**config.mk**
```make
export PLATFORM = sky130hd
export DESIGN_NAME = uart_rx_framed
export DESIGN_NICKNAME = d
export VERILOG_FILES = /design/src/rtl/uart_rx_framed.sv
export SDC_FILE = /design/constraint.sdc
export NUM_CORES = 1
export LEC_CHECK = 0
export CAP_MARGIN = 20
export CORE_UTILIZATION = 48
export DETAILED_ROUTE_END_ITERATION = 8
export GPL_TIMING_DRIVEN = 0
export PLACE_DENSITY = 0.79
export SLEW_MARGIN = 20
export SYNTH_ARGS = -nofsm -noshare
export SYNTH_HDL_FRONTEND = slang
export SYNTH_SLANG_ARGS = --single-unit
export TNS_END_PERCENT = 10
```
**constraint.sdc**
```tcl
create_clock -name clock -period 5.6 [get_ports clock]
set_input_delay 0.84 -clock clock [delete_from_list [all_inputs] [get_ports clock]]
set_output_delay 0.84 -clock clock [all_outputs]
set_load 0.005 [all_outputs]
```
**src/rtl/uart_rx_framed.sv**
```systemverilog
// UART receiver with configurable data width, parity and stop bits.
// Each bit is a 3-sample majority vote; words go out through a registered valid/ready port.
module uart_rx_framed #(
  parameter int CLK_SPEED = 5_000_000,
  parameter int BAUD_RATE = 9600,
  parameter int DATA_BITS = 8,
  parameter int PARITY    = 0,
  parameter int STOP_BITS = 1
) (
  input  logic                 clock,
  input  logic                 reset_n,
  input  logic                 rx,
  output logic [DATA_BITS-1:0] data_out,
  output logic                 data_valid,
  input  logic                 data_ready,
  output logic                 parity_err,
  output logic                 frame_err,
  output logic                 overrun,
  output logic                 busy
);

  localparam int BAUD_TICK = CLK_SPEED / BAUD_RATE;
  localparam int MID       = BAUD_TICK / 2;
  localparam int CNT_W     = $clog2(BAUD_TICK);

  localparam logic [CNT_W-1:0] CNT_LAST = CNT_W'(BAUD_TICK - 1);
  localparam logic [CNT_W-1:0] CNT_S0   = CNT_W'(MID - 1);
  localparam logic [CNT_W-1:0] CNT_S1   = CNT_W'(MID);
  localparam logic [CNT_W-1:0] CNT_DEC  = CNT_W'(MID + 1);
  localparam logic [3:0]       LAST_DATA = 4'(DATA_BITS - 1);
  localparam logic [3:0]       LAST_STOP = 4'(STOP_BITS - 1);

  localparam logic [2:0] IDLE      = 3'd0;
  localparam logic [2:0] START     = 3'd1;
  localparam logic [2:0] DATA      = 3'd2;
  localparam logic [2:0] PAR       = 3'd3;
  localparam logic [2:0] STOP      = 3'd4;
  localparam logic [2:0] WAIT_HIGH = 3'd5;

  logic                 sync_meta;
  logic                 rxs;
  logic [2:0]           state;
  logic [CNT_W-1:0]     cnt;
  logic [3:0]           bit_idx;
  logic                 s0;
  logic                 s1;
  logic [DATA_BITS-1:0] shift;
  logic                 perr;
  logic                 ferr;

  logic tick_end;
  logic decide;
  logic bit_val;
  logic par_exp;
  logic frame_done;
  logic ferr_final;

  always_comb begin
    tick_end   = (cnt == CNT_LAST);
    decide     = (cnt == CNT_DEC);
    // Third sample is the live synchronised value at the decision count.
    bit_val    = (s0 & s1) | (s0 & rxs) | (s1 & rxs);
    par_exp    = (^shift) ^ (PARITY == 1);
    frame_done = (state == STOP) && decide && (bit_idx == LAST_STOP);
    ferr_final = ferr | ~bit_val;
  end

  assign busy = (state != IDLE);

  always_ff @(posedge clock or negedge reset_n) begin
    if (!reset_n) begin
      sync_meta  <= 1'b1;
      rxs        <= 1'b1;
      state      <= IDLE;
      cnt        <= '0;
      bit_idx    <= '0;
      s0         <= 1'b1;
      s1         <= 1'b1;
      shift      <= '0;
      perr       <= 1'b0;
      ferr       <= 1'b0;
      data_out   <= '0;
      data_valid <= 1'b0;
      parity_err <= 1'b0;
      frame_err  <= 1'b0;
      overrun    <= 1'b0;
    end else begin
      sync_meta <= rx;
      rxs       <= sync_meta;

      if (state == IDLE || tick_end) cnt <= '0;
      else                           cnt <= cnt + 1'b1;

      if (cnt == CNT_S0) s0 <= rxs;
      if (cnt == CNT_S1) s1 <= rxs;

      case (state)
        IDLE: begin
          if (!rxs) begin
            state   <= START;
            bit_idx <= '0;
            perr    <= 1'b0;
            ferr    <= 1'b0;
          end
        end
        START: begin
          if (decide && bit_val) begin
            state <= IDLE;
          end else if (tick_end) begin
            state   <= DATA;
            bit_idx <= '0;
          end
        end
        DATA: begin
          if (decide) shift <= {bit_val, shift[DATA_BITS-1:1]};
          if (tick_end) begin
            if (bit_idx == LAST_DATA) begin
              state   <= (PARITY != 0) ? PAR : STOP;
              bit_idx <= '0;
            end else begin
              bit_idx <= bit_idx + 1'b1;
            end
          end
        end
        PAR: begin
          if (decide) perr <= (bit_val != par_exp);
          if (tick_end) begin
            state   <= STOP;
            bit_idx <= '0;
          end
        end
        STOP: begin
          if (decide) begin
            ferr <= ferr_final;
            // The frame ends at the last stop decision so a following start bit can resync early.
            if (bit_idx == LAST_STOP) state <= bit_val ? IDLE : WAIT_HIGH;
          end
          if (tick_end) bit_idx <= bit_idx + 1'b1;
        end
        WAIT_HIGH: begin
          if (rxs) state <= IDLE;
        end
        default: state <= IDLE;
      endcase

      if (frame_done) begin
        if (!data_valid || data_ready) begin
          data_out   <= shift;
          parity_err <= perr;
          frame_err  <= ferr_final;
          overrun    <= 1'b0;
          data_valid <= 1'b1;
        end else begin
          overrun <= 1'b1;
        end
      end else if (data_valid && data_ready) begin
        data_valid <= 1'b0;
        parity_err <= 1'b0;
        frame_err  <= 1'b0;
        overrun    <= 1'b0;
      end
    end
  end

endmodule

```
==> flow_metrics.py <==
metrics = {
    "detailed_routing": {
        "detail_route.wl_per_cell_um": 13.93,
        "dr_total_vias": 1472,
        "postRouteAntennaNets": 0,
        "drc": 0,
        "drtIter0Drc": 101,
        "first_pass_iters": 4,
        "viasPerCell": 5.432,
        "routed_wirelength_um": 3776,
    },
    "synthesis": {
        "ys.flop_type": "dfrtp_1",
        "asyncSetResetFlopFracSynth": 1.000,
        "synth_top_area_cell": "dfrtp_1",
        "postSynthCellCount": 194,
        "synth_top_area_frac": 0.4375,
        "ys_ff_latch": 43,
        "syn_avg_cell_area_um2": 11.50,
        "netlist-cell-type-count": 54,
        "syn_nets": 203,
        "syn_area_mm2": 0.002231,
        "synth-edff-count": 0,
        "ys_seq_area_frac": 0.4846,
        "ys_top_cells_by_area": "dfrtp_1 44%, mux2_2 8.6%, dfstp_2 4.7%",
        "synth_warnings": 0,
    },
    "floorplanning": {
        "initial_core_util": 0.5054,
        "fp.dieArea_mm2": 0.004925,
        "die_w_um": 70.18,
        "die_y_um": 70.18,
        "core-area_mm2": 0.004414,
        "io_pins": 17,
        "row_count": 24,
    },
    "global_route": {
        "grt_max_degree": 33,
        "overflow": 0,
        "grtUsageTotal": 0.1742,
        "antenna_found_initial": 0,
        "grt_pass1_vias": 1390,
        "grt_first_pass_wirelength_um": 6630,
    },
    "cts": {
        "clk_latency_ns": 0.30,
        "cts_num_sinks": 43,
        "cts_root_buffer": "clkbuf_8",
        "ctsResizeCount": 0,
        "path_clk_slew_ns": 0.08,
        "cts-hold-fix-buffers": 0,
        "cts_tree": "built",
        "h-tree-depth": 2,
        "cts_setup_buffers": 0,
        "clockBufferDepth": 2,
        "cts_buffers": 5,
    },
    "placement": {
        "io_buffers": 16,
        "dp.cells": 263,
        "hpwl_um": 2680,
        "place.gp.congestion": 0.8112,
        "preCtsSetupSlack_ns": 3.279,
    },
    "critical_path": {
        "path_max_fanout": 10,
        "start_kind": "flip-flop",
        "critical_path_class": "reg2out",
        "end_kind": "primary output",
        "required_ns": 4.76,
        "arrival_ns": 1.82,
        "reg2reg_depth": 4,
    },
    "sta": {
        "finalWorstSetupSlack_ns": 2.942,
        "setup_viol": 0,
        "min_period_ns": 2.658,
        "skew_ns": 0.01065,
        "slew_headroom": 0.6365,
        "period_share": 0.4747,
        "worstMarginPinSlew_ns": 0.5402,
        "fmax_mhz": 376.2,
        "rsz0062_at_grt": "no",
        "maxSlewViolCount": 0,
        "hold_violations": 0,
        "totalNegativeSetupSlack_ns": 0,
    },
    "job": {
        "maxCapViolCount": 0,
    },
    "finish": {
        "multi_input_area_mm2": 0.001072,
        "layout_common_cells": "39 x dfrtp_1, 17 x mux2_2, 15 x nor2_1, 15 x clkdlybuf4s50_1, 12 x nand2_1",
        "area_growth_pct": 16.71,
        "drive_gt1_frac": 0.2192,
        "seq_area_mm2": 0.001081,
        "final_core_util": 0.5899,
        "diodes": 0,
        "fillers": 364,
        "final_common_cell": "dfrtp_1",
        "layout.nets": 227,
        "final_cell_count_no_fill": 271,
    },
    "power_and_ir_drop": {
        "p_leak_nw": 1.175,
        "p_per_area_mw_per_mm2": 234.9,
        "vdd_drop_max_v": 0.0001884,
    },
    "hold_path": {
        "min_path_cells": 0,
        "hold_class": "reg2reg",
    },
    "status": {
        "status": "finished, final reports clean",
    },
}
## area by class of cell
cell class / instances / share of cell area
timing repair buffer: 17 / 0.06728
clock inverter: 2 / 0.02307
clock buffer: 6 / 0.02787
sequential: 43 / 0.4152
multi-input combinational: 139 / 0.4118
tap: 52 / 0.02499
inverter: 7 / 0.01009
buffer: 5 / 0.01970
## synth_stat cells, types with 2 or more instances
| master | number |
|---|---|
| dfstp_2 | 4 |
| dfrtp_1 | 39 |
| xnor2_1 | 11 |
| inv_1 | 7 |
| a21boi_0 | 2 |
| or3_1 | 2 |
| a22o_1 | 2 |
| clkbuf_8 | 2 |
| nor4_1 | 2 |
| or4_4 | 2 |
| and3_1 | 4 |
| nand2_1 | 12 |
| nand4_1 | 2 |
| nand2b_1 | 4 |
| mux2i_1 | 2 |
| mux2_2 | 17 |
| o31ai_1 | 4 |
| o21ai_0 | 4 |
| nor2b_1 | 5 |
| nor2_1 | 15 |
| nor3_1 | 2 |
| ha_1 | 5 |
| nand3b_1 | 2 |
| nand3_1 | 6 |
| a21oi_1 | 2 |
| and2_1 | 3 |
| xor2_1 | 5 |
## critical path, cell delays in order (launching register included)
cell             delay, ns
dfrtp_1               0.37
clkbuf_8              0.16
or3_1                 0.34
clkbuf_4              0.18
clkdlybuf4s50_1       0.45
## metrics by stage
step                      hold slack (ns)  instance area [um2]  total power [mW]
after floorplan                    0.3452                 2231            0.3197
final                              0.3583                 2604            0.6115
after global placement             0.3463                 2456            0.3294
after detailed placement           0.3478                 2471            0.3308
after CTS                          0.3593                 2604            0.6178
after global routing               0.3653                 2604            0.6317
## where the power goes
part / internal, mW / switching, mW / leakage, nW / total (mW)
logic: 0.00404 / 0.00671 / 0.539 / 0.0107
registers: 0.312 / 0.00110 / 0.570 / 0.313
clock network: 0.178 / 0.109 / 0.0654 / 0.287
total: 0.495 / 0.117 / 1.18 / 0.612
## cells by family after synthesis
kind of cell    Yosys count  share of synthesized area
buf+inv                  12                    0.03478
simple gates             72                     0.1997
fa+ha+maj                 6                    0.03253
mux                      20                    0.09983
xor+xnor                 16                    0.06281
compound gates           25                    0.08581
flops                    43                     0.4846
## per-layer routing
layer | global-route usage | share of wire | vias up
met5 | 0 | 0 | -
met4 | 0.07778 | 0.020 | 0
met3 | 0.04762 | 0.039 | 7
met2 | 0.2543 | 0.45 | 26
met1 | 0.2420 | 0.49 | 706
li1 | - | - | 733
## path summary, 6_finish.rpt
path,from,to,slack (ns)
worst max-delay path,state[0],busy,2.94
worst min-delay path,sync_meta,rxs,0.36
worst max register to register,cnt[5],data_out[4],3.29
worst min register to register,sync_meta,rxs,0.36
max in group asynchronous,reset_n,s1,4.65
min in group asynchronous,reset_n,overrun,0.41
## sequential cells by signal, indices dropped and copies added, names as in the netlist
| signal | count |
|---|---|
| cnt | 10 |
| data_out | 8 |
| shift | 8 |
| bit_idx | 4 |
| state | 3 |
| data_valid | 1 |
| ferr | 1 |
| frame_err | 1 |
| overrun | 1 |
| parity_err | 1 |
| perr | 1 |
| rxs | 1 |
| s0 | 1 |
| s1 | 1 |
| sync_meta | 1 |
Note: power is estimated with default switching activity, not from simulation.
